--- config.mk ---
export PLATFORM = sky130hd
export DESIGN_NAME = sync_filter_mc_flat
export DESIGN_NICKNAME = d
export VERILOG_FILES = /design/src/rtl/sync_filter_pkg.sv /design/src/rtl/sync_filter_mc_if.sv /design/src/rtl/sync_filter_ch.sv /design/src/rtl/sync_filter_mc.sv /design/src/flat_wrapper.sv
export SDC_FILE = /design/constraint.sdc
export NUM_CORES = 1
export LEC_CHECK = 0
export CAP_MARGIN = 0
export CORE_MARGIN = 2
export CORE_UTILIZATION = 30
export CTS_CLUSTER_SIZE = 20
export DETAILED_ROUTE_END_ITERATION = 8
export GPL_TIMING_DRIVEN = 1
export PLACE_DENSITY = 0.45
export SLEW_MARGIN = 10
export SYNTH_ARGS = -nofsm -noshare
export SYNTH_HDL_FRONTEND = slang
export SYNTH_HIERARCHICAL = 1
export SYNTH_SLANG_ARGS = --single-unit
--- constraint.sdc ---
create_clock -name clk -period 2.45 [get_ports clk]
set_clock_uncertainty 0.05 [all_clocks]
set_input_delay 0.6125 -clock clk [delete_from_list [all_inputs] [get_ports clk]]
set_output_delay 0.6125 -clock clk [all_outputs]
set_load 0.005 [all_outputs]
--- src/rtl/sync_filter_pkg.sv ---
// Shared definitions for the multi-channel sync filter: per-channel FSM
// encoding and the saturating increment used by the glitch counters.
package sync_filter_pkg;

  typedef enum logic [1:0] {
    ST_IDLE    = 2'b00,
    ST_QUAL_HI = 2'b01,
    ST_ACTIVE  = 2'b10,
    ST_QUAL_LO = 2'b11
  } ch_state_e;

  function automatic logic [31:0] sat_inc(input logic [31:0] val,
                                          input logic [31:0] max_val);
    return (val >= max_val) ? val : val + 32'd1;
  endfunction

endpackage

--- src/rtl/sync_filter_mc_if.sv ---
// Buffer-swap handshake between the sync filter and the frame-buffer controller.
interface sync_filter_mc_if;
  logic swap_req;
  logic swap_ack;
  logic swap_overrun;

  modport slave  (output swap_req, output swap_overrun, input swap_ack);
  modport master (input swap_req, input swap_overrun, output swap_ack);
endinterface

--- src/rtl/sync_filter_ch.sv ---
// One sync channel: synchroniser, polarity normalisation, two-sided debounce
// FSM, edge pulses and a saturating count of rejected pulses.
module sync_filter_ch
  import sync_filter_pkg::*;
#(
  parameter int SYNC_STAGES     = 2,
  parameter int CNT_W           = 8,
  parameter int ASSERT_CYCLES   = 4,
  parameter int DEASSERT_CYCLES = 4,
  parameter int GLITCH_W        = 8
) (
  input  logic                clk,
  input  logic                reset,
  input  logic                sync_in_i,
  input  logic                polarity_i,
  input  logic                glitch_clr_i,
  output logic                sync_out_o,
  output logic                rise_pulse_o,
  output logic                fall_pulse_o,
  output logic [GLITCH_W-1:0] glitch_cnt_o
);

  localparam logic [31:0] GLITCH_MAX = 32'((64'd1 << GLITCH_W) - 64'd1);

  logic [SYNC_STAGES-1:0] sync_q;
  ch_state_e              state_q, state_d;
  logic [CNT_W-1:0]       cnt_q, cnt_d;
  logic                   rise_q, rise_d, fall_q, fall_d;
  logic [GLITCH_W-1:0]    glitch_q, glitch_d;
  logic                   glitch_inc;
  logic                   act;

  // A polarity flip is indistinguishable from an input edge by construction.
  assign act = sync_q[SYNC_STAGES-1] ~^ polarity_i;

  always_comb begin
    state_d    = state_q;
    cnt_d      = cnt_q;
    rise_d     = 1'b0;
    fall_d     = 1'b0;
    glitch_inc = 1'b0;
    unique case (state_q)
      ST_IDLE: if (act) begin
        state_d = ST_QUAL_HI;
        cnt_d   = CNT_W'(1);
      end
      ST_QUAL_HI: begin
        if (!act) begin
          glitch_inc = 1'b1;
          cnt_d      = '0;
          state_d    = ST_IDLE;
        end else if (cnt_q == CNT_W'(ASSERT_CYCLES)) begin
          state_d = ST_ACTIVE;
          rise_d  = 1'b1;
          cnt_d   = '0;
        end else begin
          cnt_d = cnt_q + CNT_W'(1);
        end
      end
      ST_ACTIVE: if (!act) begin
        state_d = ST_QUAL_LO;
        cnt_d   = CNT_W'(1);
      end
      ST_QUAL_LO: begin
        if (act) begin
          glitch_inc = 1'b1;
          cnt_d      = '0;
          state_d    = ST_ACTIVE;
        end else if (cnt_q == CNT_W'(DEASSERT_CYCLES)) begin
          state_d = ST_IDLE;
          fall_d  = 1'b1;
          cnt_d   = '0;
        end else begin
          cnt_d = cnt_q + CNT_W'(1);
        end
      end
      default: begin
        state_d = ST_IDLE;
        cnt_d   = '0;
      end
    endcase
  end

  // Clear wins over a same-cycle increment.
  always_comb begin
    glitch_d = glitch_q;
    if (glitch_clr_i)    glitch_d = '0;
    else if (glitch_inc) glitch_d = GLITCH_W'(sat_inc(32'(glitch_q), GLITCH_MAX));
  end

  always_ff @(posedge clk or negedge reset) begin
    if (!reset) begin
      sync_q   <= '0;
      state_q  <= ST_IDLE;
      cnt_q    <= '0;
      rise_q   <= 1'b0;
      fall_q   <= 1'b0;
      glitch_q <= '0;
    end else begin
      sync_q   <= {sync_q[SYNC_STAGES-2:0], sync_in_i};
      state_q  <= state_d;
      cnt_q    <= cnt_d;
      rise_q   <= rise_d;
      fall_q   <= fall_d;
      glitch_q <= glitch_d;
    end
  end

  assign sync_out_o   = (state_q == ST_ACTIVE) || (state_q == ST_QUAL_LO);
  assign rise_pulse_o = rise_q;
  assign fall_pulse_o = fall_q;
  assign glitch_cnt_o = glitch_q;

endmodule

--- src/rtl/sync_filter_mc.sv ---
// Multi-channel sync filter: per-channel debounce instances plus the
// channel-0 buffer-swap request/acknowledge handshake.
module sync_filter_mc
  import sync_filter_pkg::*;
#(
  parameter int NUM_CH          = 2,
  parameter int SYNC_STAGES     = 2,
  parameter int CNT_W           = 8,
  parameter int ASSERT_CYCLES   = 4,
  parameter int DEASSERT_CYCLES = 4,
  parameter int GLITCH_W        = 8
) (
  input  logic                       clk,
  input  logic                       reset,
  input  logic [NUM_CH-1:0]          sync_in,
  input  logic [NUM_CH-1:0]          polarity,
  output logic [NUM_CH-1:0]          sync_out,
  output logic [NUM_CH-1:0]          rise_pulse,
  output logic [NUM_CH-1:0]          fall_pulse,
  output logic [NUM_CH*GLITCH_W-1:0] glitch_cnt,
  input  logic                       glitch_clr,
  sync_filter_mc_if.slave            swap
);

  for (genvar g = 0; g < NUM_CH; g++) begin : g_ch
    sync_filter_ch #(
      .SYNC_STAGES    (SYNC_STAGES),
      .CNT_W          (CNT_W),
      .ASSERT_CYCLES  (ASSERT_CYCLES),
      .DEASSERT_CYCLES(DEASSERT_CYCLES),
      .GLITCH_W       (GLITCH_W)
    ) u_ch (
      .clk         (clk),
      .reset       (reset),
      .sync_in_i   (sync_in[g]),
      .polarity_i  (polarity[g]),
      .glitch_clr_i(glitch_clr),
      .sync_out_o  (sync_out[g]),
      .rise_pulse_o(rise_pulse[g]),
      .fall_pulse_o(fall_pulse[g]),
      .glitch_cnt_o(glitch_cnt[g*GLITCH_W +: GLITCH_W])
    );
  end

  logic swap_req_q, swap_req_d;
  logic overrun_q, overrun_d;

  // A new rise beats a same-cycle ack: the old request is retired, the new one stays pending.
  always_comb begin
    swap_req_d = swap_req_q;
    if (rise_pulse[0])      swap_req_d = 1'b1;
    else if (swap.swap_ack) swap_req_d = 1'b0;
    overrun_d = overrun_q | (rise_pulse[0] & swap_req_q & ~swap.swap_ack);
  end

  always_ff @(posedge clk or negedge reset) begin
    if (!reset) begin
      swap_req_q <= 1'b0;
      overrun_q  <= 1'b0;
    end else begin
      swap_req_q <= swap_req_d;
      overrun_q  <= overrun_d;
    end
  end

  assign swap.swap_req     = swap_req_q;
  assign swap.swap_overrun = overrun_q;

endmodule
--- src/flat_wrapper.sv ---
// flat-port wrapper written by rule: the top's interface ports become plain ports
module sync_filter_mc_flat import sync_filter_pkg::*;
#(
  parameter int NUM_CH          = 2,
  parameter int SYNC_STAGES     = 2,
  parameter int CNT_W           = 8,
  parameter int ASSERT_CYCLES   = 4,
  parameter int DEASSERT_CYCLES = 4,
  parameter int GLITCH_W        = 8
)
  (clk, reset, sync_in, polarity, sync_out, rise_pulse, fall_pulse, glitch_cnt, glitch_clr, swap_swap_req, swap_swap_overrun, swap_swap_ack);
  sync_filter_mc_if swap_i ();
  input  logic clk;
  input  logic reset;
  input  logic [NUM_CH-1:0] sync_in;
  input  logic [NUM_CH-1:0] polarity;
  output logic [NUM_CH-1:0] sync_out;
  output logic [NUM_CH-1:0] rise_pulse;
  output logic [NUM_CH-1:0] fall_pulse;
  output logic [NUM_CH*GLITCH_W-1:0] glitch_cnt;
  input  logic glitch_clr;
  output wire logic [$bits(swap_i.swap_req)-1:0] swap_swap_req;
  output wire logic [$bits(swap_i.swap_overrun)-1:0] swap_swap_overrun;
  input wire logic [$bits(swap_i.swap_ack)-1:0] swap_swap_ack;
  assign swap_swap_req = swap_i.swap_req;
  assign swap_swap_overrun = swap_i.swap_overrun;
  assign swap_i.swap_ack = swap_swap_ack;
  sync_filter_mc #(.NUM_CH(NUM_CH), .SYNC_STAGES(SYNC_STAGES), .CNT_W(CNT_W), .ASSERT_CYCLES(ASSERT_CYCLES), .DEASSERT_CYCLES(DEASSERT_CYCLES), .GLITCH_W(GLITCH_W)) u_core (.clk(clk), .reset(reset), .sync_in(sync_in), .polarity(polarity), .sync_out(sync_out), .rise_pulse(rise_pulse), .fall_pulse(fall_pulse), .glitch_cnt(glitch_cnt), .glitch_clr(glitch_clr), .swap(swap_i));
endmodule
Word-level counts from Yosys, hierarchy flattened:

Cells that the tools add are included.

* logic and storage cells: 107
* register bits after elaboration: 46
* input bits: 8

* $lt $le $gt $ge: 2
* eq/ne operators: 18
* add/subtract/negate cells: 4
* bitwise logic cells: 6
* reduce and logical (&&, ||, !) cells: 13
* muxes and demuxes: 50

Operators with widths (number)
* $mux W8: 16
* $pmux W8 S4: 2
* $add A8 B1 Y8 const B: 4
* $mux W2: 12
* $eq A8 B3 Y1 const B: 2
* $ge A8 B8 Y1 const B: 2
* $mux W1: 16
* $pmux W2 S4: 2
* $ne A2 B2 Y1 const B: 6
* $ne A3 B3 Y1 const B: 4
* $eq A2 B2 Y1 const B: 4
* $reduce_and A2 Y1: 4
* $reduce_and A4 Y1: 2
* $reduce_bool A2 Y1: 3
* $eq A2 B1 Y1 const B: 2
* $logic_not A2 Y1: 2
* $pmux W1 S2: 2
* $and A1 B1 Y1: 2
* $logic_or A1 B1 Y1: 2
* $xnor A1 B1 Y1: 2
* $not A1 Y1: 1
* $or A1 B1 Y1: 1

Longest topological paths before layout:

Gate-level depths: netlist (run 1).

* depth in word-level cells: 5
* mapped depth: 7
* depth with buffers taken out: 6

Modules after synthesis:

The synthesis (run 1) kept the hierarchy.

By module, submodules not included
* sync_filter_ch (u_core.g_ch[0].u_ch): times used 1, area an instance 1172.4 um^2, cells an instance 113, seq. area each 550.5 um^2
* sync_filter_ch (u_core.g_ch[1].u_ch): times used 1, area an instance 1114.8 um^2, cells an instance 109, seq. area each 550.5 um^2
* sync_filter_mc: times used 1, area an instance 78.8 um^2, cells an instance 6, seq. area each 50.0 um^2

Least setup slack after synthesis (run 1):

No wires, ideal clock.

* path type: register -> register
* from: register u_core.g_ch[1].u_ch.cnt_q[4]
* to: register u_core.g_ch[1].u_ch.cnt_q[7]
* path buffers: 1
* cell stages (with the launch flop): 6
* arrival: 1.767 ns
* setup slack: 0.512 ns
* period minus slack after synthesis: 1.938 ns
* setup time: 0.121 ns
* cells stage by stage: dfrtp_1 > or4_4 > o311a_4 > buf_6 > a21o_1 > a22o_1

* longest elaborated chain between the ends: 4
* elaborated cells on any way between the ends: 6
* those cells by class: add/sub (1); eq/ne (1); mux (4)

Ends and longest elaborated chain
* start: declaration: line sync_filter_ch.sv:27 `logic [CNT_W-1:0] cnt_q, cnt_d;`
* start signal: assignment: line sync_filter_ch.sv:102 `cnt_q <= cnt_d;`
* $add A8 B1 Y8 / $eq A8 B3 Y1 (equally long branches)
* $mux W8 (*): line sync_filter_ch.sv:52, sync_filter_ch.sv:69
* $mux W8 (on tied branches): line sync_filter_ch.sv:65, sync_filter_ch.sv:48
* $pmux W8 S4 (*): line sync_filter_ch.sv:42 `unique case (state_q)`

Every way passes the cells marked *; elsewhere a longest branch is shown, timed or not.
A chain may end at the register's enable or synchronous reset.

Final worst setup path (run 1):

* from: input polarity[1]
* to: register u_core.g_ch[1].u_ch.glitch_q[3]

* longest elaborated chain between the ends: 5
* elaborated cells on any way between the ends: 6
* those cells by class: mux (3); bitwise (1); reduce/logical (2)

Ends and longest elaborated chain
* start: declaration: line flat_wrapper.sv:16 `input logic [NUM_CH-1:0] polarity;`
* $xnor A1 B1 Y1 (*): line sync_filter_ch.sv:34 `assign act = sync_q[SYNC_STAGES-1] ~^ polarity_i;`
* $mux W1 (on tied branches): line sync_filter_ch.sv:65, sync_filter_ch.sv:48
* $pmux W1 S2 (*): line sync_filter_ch.sv:42
* $reduce_bool A2 Y1 (no line) (*)
* $reduce_and A2 Y1 (no line) (*)
* end signal: assignment: line sync_filter_ch.sv:105 `glitch_q <= glitch_d;`
* end: declaration: line sync_filter_ch.sv:29 `logic [GLITCH_W-1:0] glitch_q, glitch_d;`

Marked as above.

==> results.yml, run 1 <==
run_status:
  run_status: "completed"
routing:
  met2_length_mm: 2.157
  viasPerCell: 4.863
  postRouteAntennaNets: 0
  drc: 0
  highest_layer: "met4"
  wl_met1_mm: 2.477
  drtIter0Drc: 100
  wl_met3_um: 219
  totalWireLength_mm: 4.922
  firstDrtPassIters: 4
  vias: 1814
  wl_per_cell_um: 13.20
placement:
  hpwl_mm: 3.536
  dp.cells: 366
  portBuffers: 31
  place_congestion: 0.7375
  pre_cts_slack_ns: -0.1252
  placed_cell_area_um2: 2863
critical_path:
  worstSetupPathType: "in -> reg"
  critPathTopFamily: "buffers and inverters"
  reg2reg_setup_slack_ns: 0.48
  crit_start: "polarity[1]"
  crit_slowest_cell: "xor3_1"
  crit_fanout: 7
  critPathCapture: "u_core/g_ch[1].u_ch/glitch_cnt_o[3]"
  startpoint_type: "primary input"
  reg2reg_to: "u_core/g_ch[1].u_ch/cnt_q[6]"
  slowest_delay_ns: 0.46
  worst_ep_arrival_time_ns: 2.43
  r2r_cells: 4
  r2r-start: "u_core/g_ch[1].u_ch/cnt_q[4]"
  worstPathCellList: "clkdlybuf4s50_1 > xor3_1 > o211ai_1 > buf_4 > or3_1 > a21oi_1"
  crit_required_ns: 2.63
  worst-path-stages: 6
  end_kind: "flip-flop"
  critical_path_buf_inv_count: 2
synthesis:
  synth_compound_area_share_pct: 15.02
  synth_cells: 228
  synth_xor_area_share_pct: 7.086
  syn_area_per_cell_um2: 10.38
  yosysUniqueCellTypes: 54
  synthArstFlopShare_pct: 100.0
  synthesis.area_um2: 2366
  synth_seq_area_share_pct: 48.65
  synth_top_family_by_area: "simple AND/OR/NAND/NOR gates"
  synth_fp_nets: 242
  yosys.area_share.simple_pct: 20.52
  ys_warn_count: 6
  synth_mux_area_share_pct: 2.168
  synthFlopType: "dfrtp_1"
  synth_adder_area_share_pct: 3.173
  ys_seq_elements: 46
  synth_edf_count: 0
floorplan:
  io_pins: 32
  start_util_pct: 30.78
  dieArea_um2: 8613
  die_x_um: 92.81
  die_h_um: 92.81
  rows: 32
  coreArea_um2: 7687
power_and_ir_drop:
  sw_frac_of_total_pct: 34.06
  power_frac_comb_pct: 35.2
  ir_worst_vdd_v: 0.0003389
  p_clk_share_pct: 24.0
  cellPowerDensity_nw_per_um2: 823.3
  p_seq_share_pct: 40.7
  leakage_nw: 1.291
  p_switching_w: 0.0008344
  p_int_w: 0.001615
clock_network:
  cts.clk_slew.worst_paths_ns: 0.09
  cts_tree: "built"
  clock_sinks: 46
  cts_setup_buffers: 0
  holdBufCountCts: 0
  htreeDepth: 2
  cts_resized: 0
  clock_path_buffers: 2
  root_buffer: "clkbuf_8"
  clk_latency_ns: 0.30
  cts_buffers: 5
sta:
  setup_ws_ns: 0.1958
  slew_headroom_pct: 65.99
  maxSlewViolCount: 0
  finalHoldViolations: 0
  fmax_ghz: 0.4436
  tightest_slew_ns: 0.5102
  fin_crit_sh_pct: 92.01
  rsz0062_at_grt: "no"
  fin_crit_ns: 2.254
  setup_violations: 0
finish:
  layout-drive-gt1-share_pct: 10.70
  final_nets: 285
  syn2layout_area_growth_pct: 25.75
  nFillCells: 762
  final_area_um2: 2975
  post_layout_nonfiller_instances: 373
  diodes: 0
grt:
  antenna_found_initial: 0
  grt_max_degree: 26
  grt_pass1_wl_mm: 8.452
  grt_overflow_total: 0
  grt_pass1_vias: 1731
  track_usage_pct: 12.25
worst_hold_path:
  min_path_type: "in -> async"
flow_run:
  maxCapViolCount: 0
## cells in the final DEF, fill, tap and decap left out, types with 7 or more instances in the layout
master and count:
nor2_1 16, buf_4 12, a31oi_1 7, nand3_1 14, clkdlybuf4s50_1 30, nand2_1 25
a21oi_1 11, dfrtp_1 46, inv_1 9, o21ai_0 7
## worst register-to-register path, cell delays in order, from the launching register on
cell	delay, ns
dfrtp_1	0.45
or4_4	0.56
o311a_4	0.44
a21o_1	0.18
a22o_1	0.18
## final cells by class
class / instances / area, um^2 / area share (%)
Multi-Input combinational cell: 165 / 1135 / 38.14
Tap cell: 102 / 127.6 / 4.289
Inverter: 9 / 33.78 / 1.135
Sequential cell: 46 / 1151 / 38.69
Clock buffer: 6 / 82.58 / 2.775
Clock inverter: 1 / 30.03 / 1.009
Timing Repair Buffer: 44 / 415.4 / 13.96
## flip-flops by register name, indices dropped and copies added, names as in the netlist, named ones only
signal,flops
u_core/g_ch.u_ch/cnt_q,16
u_core/g_ch.u_ch/fall_pulse_o,2
u_core/g_ch.u_ch/glitch_cnt_o,16
u_core/g_ch.u_ch/rise_pulse_o,2
u_core/g_ch.u_ch/state_q,2
u_core/g_ch.u_ch/sync_q,4
u_core/swap.swap_overrun,1
u_core/swap.swap_req,1
## power groups by stage
stage | sequential, W | clock, W | combinational [W]
6_report | 0.000998 | 0.000589 | 0.000863
5_1_grt | 0.00102 | 0.000637 | 0.000976
4_1_cts | 0.00100 | 0.000610 | 0.000876
3_5_place_dp | 0.00102 | 0 | 0.000871
3_3_place_gp | 0.00102 | 0 | 0.000866
2_1_floorplan | 0.000983 | 0 | 0.000573
## worst min-delay path by stage
| stage | from | endpoint | slack, ns |
|---|---|---|---|
| 2_1_floorplan | reset | async pin | 0.27 |
| 4_1_cts | reset | u_core/g_ch[1].u_ch/glitch_cnt_o[5] | 0.24 |
| 5_1_grt | reset | u_core/g_ch[1].u_ch/cnt_q[5] | 0.25 |
| 3_3_place_gp | u_core/g_ch[0].u_ch/sync_q[0] | u_core/g_ch[0].u_ch/sync_q[1] | 0.28 |
| 3_5_place_dp | u_core/g_ch[0].u_ch/sync_q[0] | u_core/g_ch[0].u_ch/sync_q[1] | 0.29 |
| 6_report | reset | u_core/g_ch[1].u_ch/glitch_cnt_o[5] | 0.22 |
## cells in the mapped netlist, types with 5 or more instances
library cell / count / area share, %
dfrtp_1: 46 / 49
nand3_1: 14 / 3.0
a21oi_1: 11 / 2.3
xor2_1: 5 / 1.9
nand4_1: 5 / 1.3
o21ai_0: 7 / 1.5
nand2_1: 25 / 4.0
nor2_1: 16 / 2.5
a31oi_1: 7 / 1.9
inv_1: 9 / 1.4
ha_1: 6 / 3.2
## per-layer routing
layer  GRT usage [%]  vias up
met4           3.922        0
met1           17.38      852
met2           18.30       41
li1                -      917
met3           3.092        4
met5               0        -
## metrics by stage
step	power (W)	util (%)	hold slack, ns	setup TNS, ns
5_1_grt	0.002636	38.70	0.2504	0
2_1_floorplan	0.001556	-	0.2669	0
6_report	0.002450	38.70	0.2228	0
3_3_place_gp	0.001882	37.24	0.2816	-0.4058
4_1_cts	0.002487	38.70	0.2438	0
3_5_place_dp	0.001887	37.24	0.2862	-0.4594
## cells by family (layout without fill, tap and decap cells)
kind of cell               Yosys count  after routing
and+or+nand+nor                     91             91
AOI/OAI and AO/OA                   51             51
DFF                                 46             46
buffers and inverters               17             60
xor gates and xnor gates            12             12
adders and majority gates            6              6
muxes                                5              5
Note: power is estimated with default switching activity, not from simulation.
==> run 2, diff against run 1 <==
Settings changed: CAP_MARGIN 0 to 20, PLACE_DENSITY 0.45 to not set, PLACE_DENSITY_LB_ADDON set to 0.15.
==> run 2 against run 1 <==
Non-clock buffer count is 1 higher. First-iteration DRC count rose by 18%. Global-route usage decreased by 0.28 points. Clock power down 4.4%. Worst setup slack improved by 0.0033 ns. Sequential cell count did not move. Via count shrank 0.99%. Routed wire length is 1.2% lower. Fmax up 0.15%. Worst hold slack got worse by 0.018 ns. Combinational power barely moved.
==> results.yml, run 2 (synthesis gave the netlist of run 1 again) <==
routing:
  vias: 1796
  wl_per_cell_um: 12.97
  drc: 0
  firstDrtPassIters: 4
  viasPerCell: 4.789
  postRouteAntennaNets: 0
  totalWireLength_mm: 4.862
  drtIter0Drc: 118
grt:
  grt_max_degree: 29
  grt_pass1_vias: 1722
  met1_usage_pct: 17.81
  met3_usage_pct: 2.360
  top_usage_layer: "met1"
  track_usage_pct: 11.97
  grt_pass1_wl_mm: 8.328
  grt_overflow_total: 0
  antenna_found_initial: 0
  grt.met2_usage_pct: 17.27
critical_path:
  worst_ep_arrival_time_ns: 2.43
  critical_path_buf_inv_count: 2
  crit_fanout: 8
  slowest_delay_ns: 0.46
  r2r_cells: 3
  crit_required_ns: 2.63
  worstSetupPathType: "in -> reg"
  r2r-start: "u_core/g_ch[1].u_ch/cnt_q[4]"
  worstPathCellList: "clkdlybuf4s50_1 > xor3_1 > o211ai_1 > buf_4 > or3_1 > a21oi_1"
  startpoint_type: "primary input"
  critPathTopFamily: "buffers and inverters"
  end_kind: "flip-flop"
  reg2reg_setup_slack_ns: 0.49
  reg2reg_to: "u_core/g_ch[1].u_ch/state_q[0]"
  crit_slowest_cell: "xor3_1"
power_and_ir_drop:
  power_frac_comb_pct: 35.6
  p_clk_share_pct: 23.2
  p_int_w: 0.001594
  ir_worst_vdd_v: 0.0002979
  sw_frac_of_total_pct: 34.30
  p_switching_w: 0.0008319
  cellPowerDensity_nw_per_um2: 814.9
  p_seq_share_pct: 41.2
  leakage_nw: 1.292
  power_w: 0.002426
clock_network:
  cts_buffers: 5
  cts_tree: "built"
  clock_path_buffers: 2
  clock_sinks: 46
  clk_latency_ns: 0.30
  holdBufCountCts: 0
  htreeDepth: 2
  cts_setup_buffers: 0
  cts_resized: 0
  root_buffer: "clkbuf_8"
  cts.clk_slew.worst_paths_ns: 0.09
sta:
  fin_crit_ns: 2.251
  setup_violations: 0
  finalHoldViolations: 0
  fin_crit_sh_pct: 91.88
  maxSlewViolCount: 0
  fmax_ghz: 0.4443
  tightest_slew_ns: 0.5338
  slew_headroom_pct: 64.26
  setup_tns_ns: 0
  rsz0062_at_grt: "no"
  worst_hold_slack_ns: 0.2044
finish:
  final_common_cell: "dfrtp_1"
  layout-drive-gt1-share_pct: 10.62
  multi_input_area_um2: 1135
  fin_util_pct: 38.72
  nFillCells: 795
  ff_latch_area_um2: 1151
  syn2layout_area_growth_pct: 25.81
  diodes: 0
  final_area_um2: 2977
  final_nets: 286
  layout_common_cells: "dfrtp_1, clkdlybuf4s50_1, nand2_1"
floorplan:
  coreArea_um2: 7687
  start_util_pct: 30.78
  rows: 32
  die_h_um: 92.81
  dieArea_um2: 8613
  die_x_um: 92.81
  io_pins: 32
worst_hold_path:
  min_path_type: "in -> async"
placement:
  portBuffers: 31
  place_congestion: 0.7593
  hpwl_mm: 3.473
  placed_cell_area_um2: 2870
run_status:
  run_status: "completed"
flow_run:
  maxCapViolCount: 0
==> run 2: cell count changes in the layout (fill, tap and decap cells not counted) <==
cell	previous run	this run
clkbuf_1	0	2
clkbuf_8	6	5
buf_4	12	13
==> run 2: worst register-to-register path: stages, from the launching register on <==
cell,delay [ns]
dfrtp_1,0.46
or4_4,0.56
or4_1,0.59
and2_1,0.19
==> run 2: area by class of cell <==
type,count,area share [%]
timing repair buffer,45,14.21
inverter,9,1.135
tap,102,4.288
sequential,46,38.67
multi-input combinational,165,38.13
clock buffer,7,2.564
clock inverter,1,1.009
==> run 2: worst max-delay path by stage <==
stage          slack, ns                                   to                    startpoint  cells past startpoint
6_report            0.20  u_core/g_ch[1].u_ch/glitch_cnt_o[2]                   polarity[1]                      6
5_1_grt              0.1  u_core/g_ch[1].u_ch/glitch_cnt_o[2]                   polarity[1]                      6
4_1_cts             0.20  u_core/g_ch[1].u_ch/glitch_cnt_o[2]                   polarity[1]                      6
3_5_place_dp       -0.13  u_core/g_ch[1].u_ch/glitch_cnt_o[7]                   polarity[1]                      5
3_3_place_gp       -0.09  u_core/g_ch[1].u_ch/glitch_cnt_o[2]                   polarity[1]                      6
2_1_floorplan       0.51         u_core/g_ch[1].u_ch/cnt_q[7]  u_core/g_ch[1].u_ch/cnt_q[4]                      5
==> run 2: power groups by stage <==
stage | sequential, W | combinational, W | clock, W
after detailed placement | 0.00101 | 0.000869 | 0
after global placement | 0.00101 | 0.000862 | 0
after global routing | 0.00102 | 0.000966 | 0.000626
after CTS | 0.00100 | 0.000871 | 0.000589
final | 0.000999 | 0.000863 | 0.000563
after floorplan | 0.000983 | 0.000573 | 0
==> run 2: per-layer routing <==
metal | part of all wire [%] | vias to the layer above
met5 | 0 | -
met4 | 0.99 | 0
met3 | 3.1 | 4
met2 | 43 | 33
met1 | 53 | 848
li1 | - | 911
==> run 2: metrics by stage <==
stage               setup WS (ns)  cells
global placement         -0.09087    367
detailed placement        -0.1257    367
floorplan                  0.5121    228
CTS                        0.1995    375
finish                     0.1991    375
global route              0.09556    375
==> run 3, diff against run 2 <==
Settings changed: MAX_ROUTING_LAYER set to met4.
==> run 3 against run 2 <==
Power is essentially flat. Routed wire length is essentially flat. Sequential cell count is the same. Critical endpoint unchanged. Largest power group unchanged.
==> results.yml, run 3 (synthesis gave the netlist of run 1 again) <==
finish:
  final_nets: 286
  nFillCells: 795
  layout-drive-gt1-share_pct: 10.62
  layout_common_cells: "dfrtp_1, clkdlybuf4s50_1, nand2_1"
  diodes: 0
  fin_util_pct: 38.72
  final_common_cell: "dfrtp_1"
  syn2layout_area_growth_pct: 25.81
  final_area_um2: 2977
sta:
  fin_crit_sh_pct: 91.83
  setup_violations: 0
  fmax_ghz: 0.4445
  rsz0062_at_grt: "no"
  worst_hold_slack_ns: 0.2037
  finalHoldViolations: 0
  tightest_slew_ns: 0.5338
  setup_tns_ns: 0
  fin_crit_ns: 2.250
  slew_headroom_pct: 64.26
  maxSlewViolCount: 0
power_and_ir_drop:
  p_clk_share_pct: 23.3
  sw_frac_of_total_pct: 34.33
  p_switching_w: 0.0008329
  cellPowerDensity_nw_per_um2: 815.2
  p_seq_share_pct: 41.2
  power_frac_comb_pct: 35.6
  ir_worst_vdd_v: 0.0002979
  leakage_nw: 1.292
  p_int_w: 0.001594
flow_run:
  maxCapViolCount: 0
grt:
  track_usage_pct: 12.30
  grt_overflow_total: 0
  antenna_found_initial: 0
  grt_pass1_wl_mm: 8.328
  grt_pass1_vias: 1721
  grt_max_degree: 29
critical_path:
  worstSetupPathType: "in -> reg"
  crit_fanout: 8
  worst_ep_arrival_time_ns: 2.43
  crit_required_ns: 2.63
  startpoint_type: "primary input"
  end_kind: "flip-flop"
clock_network:
  cts_buffers: 5
  cts_tree: "built"
  clock_sinks: 46
  holdBufCountCts: 0
  htreeDepth: 2
  cts.clk_slew.worst_paths_ns: 0.09
  root_buffer: "clkbuf_8"
  cts_setup_buffers: 0
  clk_latency_ns: 0.30
  clock_path_buffers: 2
  cts_resized: 0
routing:
  postRouteAntennaNets: 0
  drtIter0Drc: 119
  vias: 1796
  firstDrtPassIters: 4
  viasPerCell: 4.789
  totalWireLength_mm: 4.866
  drc: 0
  wl_per_cell_um: 12.98
worst_hold_path:
  min_path_type: "in -> async"
placement:
  placed_cell_area_um2: 2870
  hpwl_mm: 3.473
  place_congestion: 0.7693
  portBuffers: 31
floorplan:
  coreArea_um2: 7687
  die_h_um: 92.81
  die_x_um: 92.81
  io_pins: 32
  rows: 32
  dieArea_um2: 8613
  start_util_pct: 30.78
run_status:
  run_status: "completed"
-- run 3: cell counts in the layout (fill, tap and decap cells not counted) --
No cell type changed its count.
-- run 3: worst max-delay path, stage by stage --
cell and delay, ns:
clkdlybuf4s50_1 0.43, xor3_1 0.46, o211ai_1 0.25, buf_4 0.24
or3_1 0.30, a21oi_1 0.14
-- run 3: cell type report --
type,count,area (um^2),area share [%]
Clock buffer,7,76.32,2.564
Clock inverter,1,30.03,1.009
Inverter,9,33.78,1.135
Multi-Input combinational cell,165,1135,38.13
Sequential cell,46,1151,38.67
Tap cell,102,127.6,4.288
Timing Repair Buffer,45,422.9,14.21
-- run 3: worst paths after layout --
| check | startpoint | end | slack [ns] | cells after the start |
|---|---|---|---|---|
| max | polarity[1] | u_core/g_ch[1].u_ch/glitch_cnt_o[2] | 0.20 | 6 |
| min reg2reg | u_core/g_ch[1].u_ch/sync_q[0] | u_core/g_ch[1].u_ch/sync_q[1] | 0.30 | 0 |
| min | reset | u_core/g_ch[1].u_ch/glitch_cnt_o[7] | 0.20 | 1 |
| max reg2reg | u_core/g_ch[1].u_ch/cnt_q[4] | u_core/g_ch[1].u_ch/state_q[0] | 0.49 | 3 |
| max in group asynchronous | reset | u_core/g_ch[0].u_ch/cnt_q[2] | 1.64 | 2 |
| min in group clk | u_core/g_ch[1].u_ch/sync_q[0] | u_core/g_ch[1].u_ch/sync_q[1] | 0.30 | 0 |
-- run 3: power groups by stage --
stage                     clock network [W]  registers (W)  logic [W]
after detailed placement                  0        0.00101   0.000869
after global routing               0.000626        0.00102   0.000966
after CTS                          0.000589        0.00100   0.000871
final                              0.000564       0.000999   0.000863
after floorplan                           0       0.000983   0.000573
after global placement                    0        0.00101   0.000862
-- run 3: metal layers --
| layer | track usage (%) | vias up | wire (um) |
|---|---|---|---|
| met4 | 4.044 | 0 | 55 |
| met1 | 17.92 | 848 | 2584 |
| met5 | - | - | 0 |
| met2 | 17.27 | 33 | 2082 |
| li1 | - | 911 | - |
| met3 | 2.197 | 4 | 144 |
-- run 3: stage by stage --
step	worst slack [ns]	power, W	std cells
2_1_floorplan	0.5121	0.001556	228
6_report	0.2003	0.002427	375
3_5_place_dp	-0.1257	0.001883	367
3_3_place_gp	-0.09087	0.001877	367
4_1_cts	0.1995	0.002462	375
5_1_grt	0.09558	0.002616	375
